[src/rtl/qed_pair_scanner.sv]
// qed_pair_scanner: after a QED sequence is armed, snapshots the register
// file on each check trigger and compares original/duplicate register pairs
// LANES at a time, reporting pass/fail, the lowest failing pair and
// saturating check/fail counts.
//
// state   | meaning
// --------+--------------------------------------------------------------
// IDLE    | not armed, triggers ignored
// ARMED   | waiting for a trigger (qed_check_valid && sif_commit)
// SCAN    | comparing one chunk of LANES pairs per cycle from the snapshot
// REPORT  | publishing the result, then back to ARMED
module qed_pair_scanner #(
  parameter int DATA_WIDTH = 32,
  parameter int NUM_REGS   = 32,
  parameter int LANES      = 4,
  parameter int CHECK_ZERO = 1,
  parameter int CNT_W      = 8,
  localparam int H         = NUM_REGS / 2,
  localparam int IDX_W     = (H > 1) ? $clog2(H) : 1
) (
  input  logic                           clk,
  input  logic                           rst,
  input  logic                           sif_commit_pulsed,
  input  logic                           sif_commit,
  input  logic                           qed_check_valid,
  input  logic [NUM_REGS*DATA_WIDTH-1:0] regs_flat,
  output logic                           busy,
  output logic                           done,
  output logic                           pass,
  output logic [IDX_W-1:0]               first_mismatch_idx,
  output logic                           mismatch_sticky,
  output logic                           overrun_sticky,
  output logic [CNT_W-1:0]               check_count,
  output logic [CNT_W-1:0]               fail_count
);

  // Pointer is wide enough to hold the first index past the last chunk.
  localparam int PTR_W = $clog2(H + LANES) + 1;

  typedef enum logic [1:0] {
    S_IDLE   = 2'd0,
    S_ARMED  = 2'd1,
    S_SCAN   = 2'd2,
    S_REPORT = 2'd3
  } state_t;

  state_t                         state_q, state_d;
  logic [NUM_REGS*DATA_WIDTH-1:0] snap_q;
  logic [PTR_W-1:0]               ptr_q;
  logic                           fail_any_q;
  logic [IDX_W-1:0]               first_q;
  logic                           trigger;
  logic                           last_chunk;
  logic                           chunk_fail;
  logic [IDX_W-1:0]               chunk_idx;

  assign trigger    = qed_check_valid & sif_commit;
  assign last_chunk = (int'(ptr_q) + LANES) >= H;
  assign busy       = (state_q == S_SCAN) || (state_q == S_REPORT);

  // Pair 0 is the zero-register check when CHECK_ZERO is set, otherwise
  // exempt; every other pair must match its duplicate exactly.
  function automatic logic pair_fail(input logic [NUM_REGS*DATA_WIDTH-1:0] s,
                                     input int j);
    logic [DATA_WIDTH-1:0] a;
    logic [DATA_WIDTH-1:0] b;
    a = s[j*DATA_WIDTH +: DATA_WIDTH];
    b = s[(j+H)*DATA_WIDTH +: DATA_WIDTH];
    if (j == 0) begin
      return (CHECK_ZERO != 0) ? ((a != '0) || (b != '0)) : 1'b0;
    end
    return a != b;
  endfunction

  // Compare the current chunk; walk lanes high to low so the lowest
  // failing pair of the chunk is the one left in chunk_idx.
  always_comb begin
    chunk_fail = 1'b0;
    chunk_idx  = '0;
    for (int l = LANES - 1; l >= 0; l--) begin
      if ((int'(ptr_q) + l) < H) begin
        if (pair_fail(snap_q, int'(ptr_q) + l)) begin
          chunk_fail = 1'b1;
          chunk_idx  = IDX_W'(int'(ptr_q) + l);
        end
      end
    end
  end

  // Next-state logic; arming during SCAN/REPORT aborts the check.
  always_comb begin
    state_d = state_q;
    case (state_q)
      S_IDLE:   if (sif_commit_pulsed) state_d = S_ARMED;
      S_ARMED:  if (trigger) state_d = S_SCAN;
      S_SCAN: begin
        if (sif_commit_pulsed)  state_d = S_ARMED;
        else if (last_chunk)    state_d = S_REPORT;
      end
      S_REPORT: state_d = S_ARMED;
      default:  state_d = S_IDLE;
    endcase
  end

  // State register.
  always_ff @(posedge clk) begin
    if (rst) state_q <= S_IDLE;
    else     state_q <= state_d;
  end

  // Snapshot, chunk pointer, per-check fail tracking and published results.
  always_ff @(posedge clk) begin
    if (rst) begin
      ptr_q              <= '0;
      fail_any_q         <= 1'b0;
      first_q            <= '0;
      done               <= 1'b0;
      pass               <= 1'b0;
      first_mismatch_idx <= '0;
      mismatch_sticky    <= 1'b0;
      overrun_sticky     <= 1'b0;
      check_count        <= '0;
      fail_count         <= '0;
    end else begin
      done <= 1'b0;
      case (state_q)
        S_ARMED: begin
          if (trigger) begin
            snap_q     <= regs_flat;
            ptr_q      <= '0;
            fail_any_q <= 1'b0;
            first_q    <= '0;
          end
        end
        S_SCAN: begin
          if (trigger) overrun_sticky <= 1'b1;
          if (!sif_commit_pulsed) begin
            ptr_q <= ptr_q + PTR_W'(LANES);
            if (chunk_fail) begin
              fail_any_q <= 1'b1;
              if (!fail_any_q) first_q <= chunk_idx;
            end
          end
        end
        S_REPORT: begin
          if (trigger) overrun_sticky <= 1'b1;
          if (!sif_commit_pulsed) begin
            done               <= 1'b1;
            pass               <= ~fail_any_q;
            first_mismatch_idx <= fail_any_q ? first_q : '0;
            if (fail_any_q) mismatch_sticky <= 1'b1;
            if (check_count != '1) check_count <= check_count + 1'b1;
            if (fail_any_q && (fail_count != '1)) fail_count <= fail_count + 1'b1;
          end
        end
        default: ;
      endcase
    end
  end

endmodule

[config.mk]
export PLATFORM = sky130hd
export DESIGN_NAME = qed_pair_scanner
export DESIGN_NICKNAME = d
export VERILOG_FILES = /design/src/rtl/qed_pair_scanner.sv
export SDC_FILE = /design/constraint.sdc
export NUM_CORES = 1
export LEC_CHECK = 0
export BUFFER_PORTS_ARGS = -buffer_cell sky130_fd_sc_hd__buf_2
export CAP_MARGIN = 20
export CELL_PAD_IN_SITES_DETAIL_PLACEMENT = 0
export CELL_PAD_IN_SITES_GLOBAL_PLACEMENT = 2
export CORE_AREA = 2 2 412 414
export CTS_CLUSTER_SIZE = 20
export DETAILED_ROUTE_END_ITERATION = 10
export DIE_AREA = 0 0 414 416
export PLACE_DENSITY = 0.6
export SLEW_MARGIN = 20
export SYNTH_ARGS = -nofsm -noshare
export SYNTH_HDL_FRONTEND = slang
export SYNTH_SLANG_ARGS = --single-unit
[constraint.sdc]
create_clock -name clk -period 57.7 [get_ports clk]
set_input_delay 11.54 -clock clk [delete_from_list [all_inputs] [get_ports clk]]
set_output_delay 11.54 -clock clk [all_outputs]
set_load 0.02 [all_outputs]
==> metrics.md <==
| Metric | Value |
|---|---|
| Status | finished, final reports clean |
| Share of cells above drive strength 1 | 0.441 |
| Clk network pwr share | 0.451 |
| FF/Latch Area | 0.0315 sq mm |
| CTS Buffer Depth | 3 |
| Initial Utilization | 0.258 |
| # setup viols final | 0 |
| DR WL/cell | 28.3 um |
| CP peak stage delay | 0.87 ns |
| Die width | 414 um |
| Startpoint Class | primary input |
| Yosys cell types | 70 |
| Min-delay worst type | reg2reg |
| Post-synthesis sequential area ratio | 0.725 |
| Vias per cell | 4.72 |
| Critical path arrival | 16.74 ns |
| Comb pwr share | 0.042 |
| Total Nets Final | 4449 |
| Post-route setup TNS | 0 ns |
| Worst skew pair latency | 0.78 ns |
| Root Buffer | clkbuf_16 |
| Number of global-route vias before repair | 28000 |
| Reg2reg path depth | 14 |
| Hold endpoint | first_mismatch_idx[1] |
| Critical path buffer and inverter count | 6 |
| CP delay by family, top | buffers and inverters |
| Synthesized area | 0.0434 sq mm |
| Area delta synth->final | 27.4% |
| Die height | 416 um |
| R2R Path Start | ptr_q[2] |
| Std-Cell Rows | 151 |
| Crit path cell chain | buf_2 -> nor2_4 -> buf_4 -> buf_4 -> buf_4 -> buf_12 -> buf_4 |
| Via count | 27300 |
| Post-layout min period | 16.37 ns |
| Crit path max fanout | 174 |
| # Max-Cap Violations | 0 |
| Initial antenna violation count | 148 |
| Psw | 365 uW |
| Total Wirelength | 164000 um |
| Total CTS buffers | 118 |
| Top_reg_cell synth | edfxtp_1 |
| Commonest cells after routing, fill and taps aside | buf_2 (1053), edfxtp_1 (1024), mux4_2 (265) |
| IO Port Bufs | 1053 |
| Clk slew on worst S/H paths | 0.06 ns |
| Ys async rst share | 0 |
| Final setup skew | 0.0381 ns |
| WS Path Type | in2reg |
| HP Start | first_mismatch_idx[1] |
| Fill count | 16600 |
| Hpwl dp | 127000 um |
| Syn nets | 3353 |
| Leakage | 0.0187 uW |
| Cells after Synth | 2308 |
| Ports | 1054 |
| Fmax | 0.0611 GHz |
| DRC | 0 |
| Worst hold stages | 2 |
| Reg-to-reg endpoint | first_q[3] |
| Flops & latches, synth | 1059 |
| H-tree depth | 3 |
| Max-slew headroom | 0.266 |
| Unrepaired setup endpoints after global routing | false |
| Multi-input gate area | 0.0113 sq mm |
| CTS tree | done |
| Yosys warns | 0 |
| Final GP Congestion | 0.823 |
| Cts hold-fix bufs | 0 |
| GR Overflow Total | 0 |
| Pin count of the biggest net entering global routing | 175 |
| Post-CTS Setup Inserts | 0 |
| Commonest non-fill, non-tap cell in the layout | buf_2 |
| Worst path slowest cell | buf_4 |
| Die area | 0.172 sq mm |
| Internal power | 1350 uW |
| Final Max Tran Viols | 0 |
| Worst setup EP type | flop |
| Reg power frac | 0.507 |
| Final hold violation count | 0 |
| Pwr dens | 31.0 mW/mm^2 |
| Antenna-violating nets left | 0 |
| DR iter-0 viols | 2238 |
| Post-CTS sizing | 0 |
| CP Launch Point | rst |
| FF-to-FF setup slack | 51.01 ns |
| Slew @ Worst Pin | 1.10 ns |
| Drt pass-1 iters | 5 |
| First-pass GRT wire length | 223000 um |
| VDD IR max | 0.0000263 V |
| Avg Synthesized Cell Area | 18.8 sq um |
| Hold WS | 0.453 ns |
| Clock Sinks | 1059 |
| GRT Resource Usage Total | 0.186 |
| WP data required | 58.07 ns |
| Switch share | 0.213 |
| Most used cell, CP | buf_4 |
| Core Box Area | 0.168 sq mm |
| Post-synth EDFFs | 1024 |
| Final worst-path cycle share | 0.284 |
## metal layers
metal,track usage,vias to the layer above,share of wire
met4,0.0602,92,0.023
met5,0.00361,-,0.0034
li1,-,11900,-
met2,0.314,1061,0.50
met1,0.226,13900,0.40
met3,0.0565,318,0.072
## power by group through the flow
stage	Combinational, uW	Sequential [uW]	Clock (uW)
finish	71.9	868	772
global route	79.1	869	824
CTS	73.2	868	795
detailed placement	72.8	884	0
global placement	72.0	884	0
floorplan	25.0	914	0
## kinds of logic (layout without fill, tap and decap cells)
kind of cell	count (synthesis)	in the layout	synth area share
adders and majority gates	16	16	0.00462
other	0	61	0
and+or+nand+nor	528	528	0.0636
buffers and inverters	127	1324	0.0150
DFF	1059	1059	0.725
AOI/OAI and AO/OA	212	212	0.0324
muxes	287	287	0.143
xor gates and xnor gates	79	79	0.0160
## per-stage QoR
step,power (uW),instance area (sq um),util,std cells,setup WS (ns)
6_report,1710,55200,0.328,5784,41.33
5_1_grt,1770,55200,0.328,5768,40.84
4_1_cts,1740,55100,0.328,5723,41.22
3_5_place_dp,957,51100,0.304,5502,40.37
3_3_place_gp,956,51100,0.304,5502,40.49
2_1_floorplan,939,43400,-,2308,0.932
## cell type report
class                           instances  share of cell area
Timing Repair Buffer                 1083               0.100
Tap cell                             2218              0.0502
Multi-Input combinational cell       1122               0.204
Clock buffer                          140              0.0557
Antenna cell                           61             0.00276
Inverter                               20             0.00138
Clock inverter                         81              0.0158
Sequential cell                      1059               0.570
## worst max-delay path by stage
stage / depth (start not counted) / endpoint / slack, ns
CTS: 7 / snap_q[130] / 41.22
floorplan: 3 / snap_q[0] / 0.93
global route: 7 / snap_q[129] / 40.84
global placement: 7 / snap_q[284] / 40.49
detailed placement: 7 / snap_q[284] / 40.37
finish: 7 / snap_q[129] / 41.33
## sequential cells by signal (all words and copies together), names as in the netlist
name	flops
mismatch_sticky	1
pass	1
snap_q	1024
check_count	8
overrun_sticky	1
fail_count	8
state_q	2
fail_any_q	1
done	1
first_mismatch_idx	4
ptr_q	4
first_q	4
## synth_stat cells, types with 3 or more instances
| cell | number | area [sq um] |
|---|---|---|
| or3_1 | 4 | 25.0 |
| o211ai_1 | 8 | 60.1 |
| mux2i_1 | 19 | 190 |
| edfxtp_1 | 1024 | 30700 |
| buf_2 | 34 | 170 |
| nand4_1 | 23 | 144 |
| a2111oi_0 | 5 | 43.8 |
| o21a_1 | 6 | 45.0 |
| nor3_1 | 94 | 470 |
| a22oi_1 | 6 | 45.0 |
| buf_1 | 7 | 26.3 |
| o221ai_1 | 6 | 52.6 |
| xor2_1 | 54 | 473 |
| nor4_1 | 92 | 576 |
| buf_6 | 10 | 113 |
| nor2b_1 | 19 | 119 |
| o21ai_0 | 57 | 285 |
| a311oi_1 | 11 | 96.3 |
| buf_4 | 12 | 90.1 |
| nand3_1 | 32 | 160 |
| a31oi_1 | 18 | 113 |
| dfxtp_1 | 35 | 701 |
| clkbuf_1 | 43 | 161 |
| nor3b_1 | 3 | 22.5 |
| and3_1 | 25 | 156 |
| o31ai_1 | 5 | 37.5 |
| nor4b_1 | 10 | 87.6 |
| ha_1 | 16 | 200 |
| mux4_2 | 265 | 5970 |
| nand2b_1 | 34 | 213 |
| inv_1 | 19 | 71.3 |
| a41oi_1 | 4 | 35.0 |
| xnor2_1 | 25 | 219 |
| o41ai_1 | 7 | 61.3 |
| a21oi_1 | 40 | 200 |
| o2111ai_1 | 5 | 43.8 |
| or4_1 | 3 | 22.5 |
| nand2_1 | 75 | 282 |
| or2_2 | 4 | 25.0 |
| nor2_1 | 102 | 383 |
| a211oi_1 | 10 | 75.1 |
## worst reg2reg max path, cell delays in order (launching register included)
cell and delay (ns):
dfxtp_4 0.70, buf_4 0.58, buf_4 0.63, buf_4 0.71, buf_4 0.69, mux4_2 0.68, nor4_1 0.50, nand2_1 0.09
a221oi_1 0.44, a311oi_1 0.11, a21oi_1 0.24, a41oi_2 0.33, nor4_4 0.46, mux2_4 0.34, a21oi_2 0.12
Power figures use the tool's default switching activity.
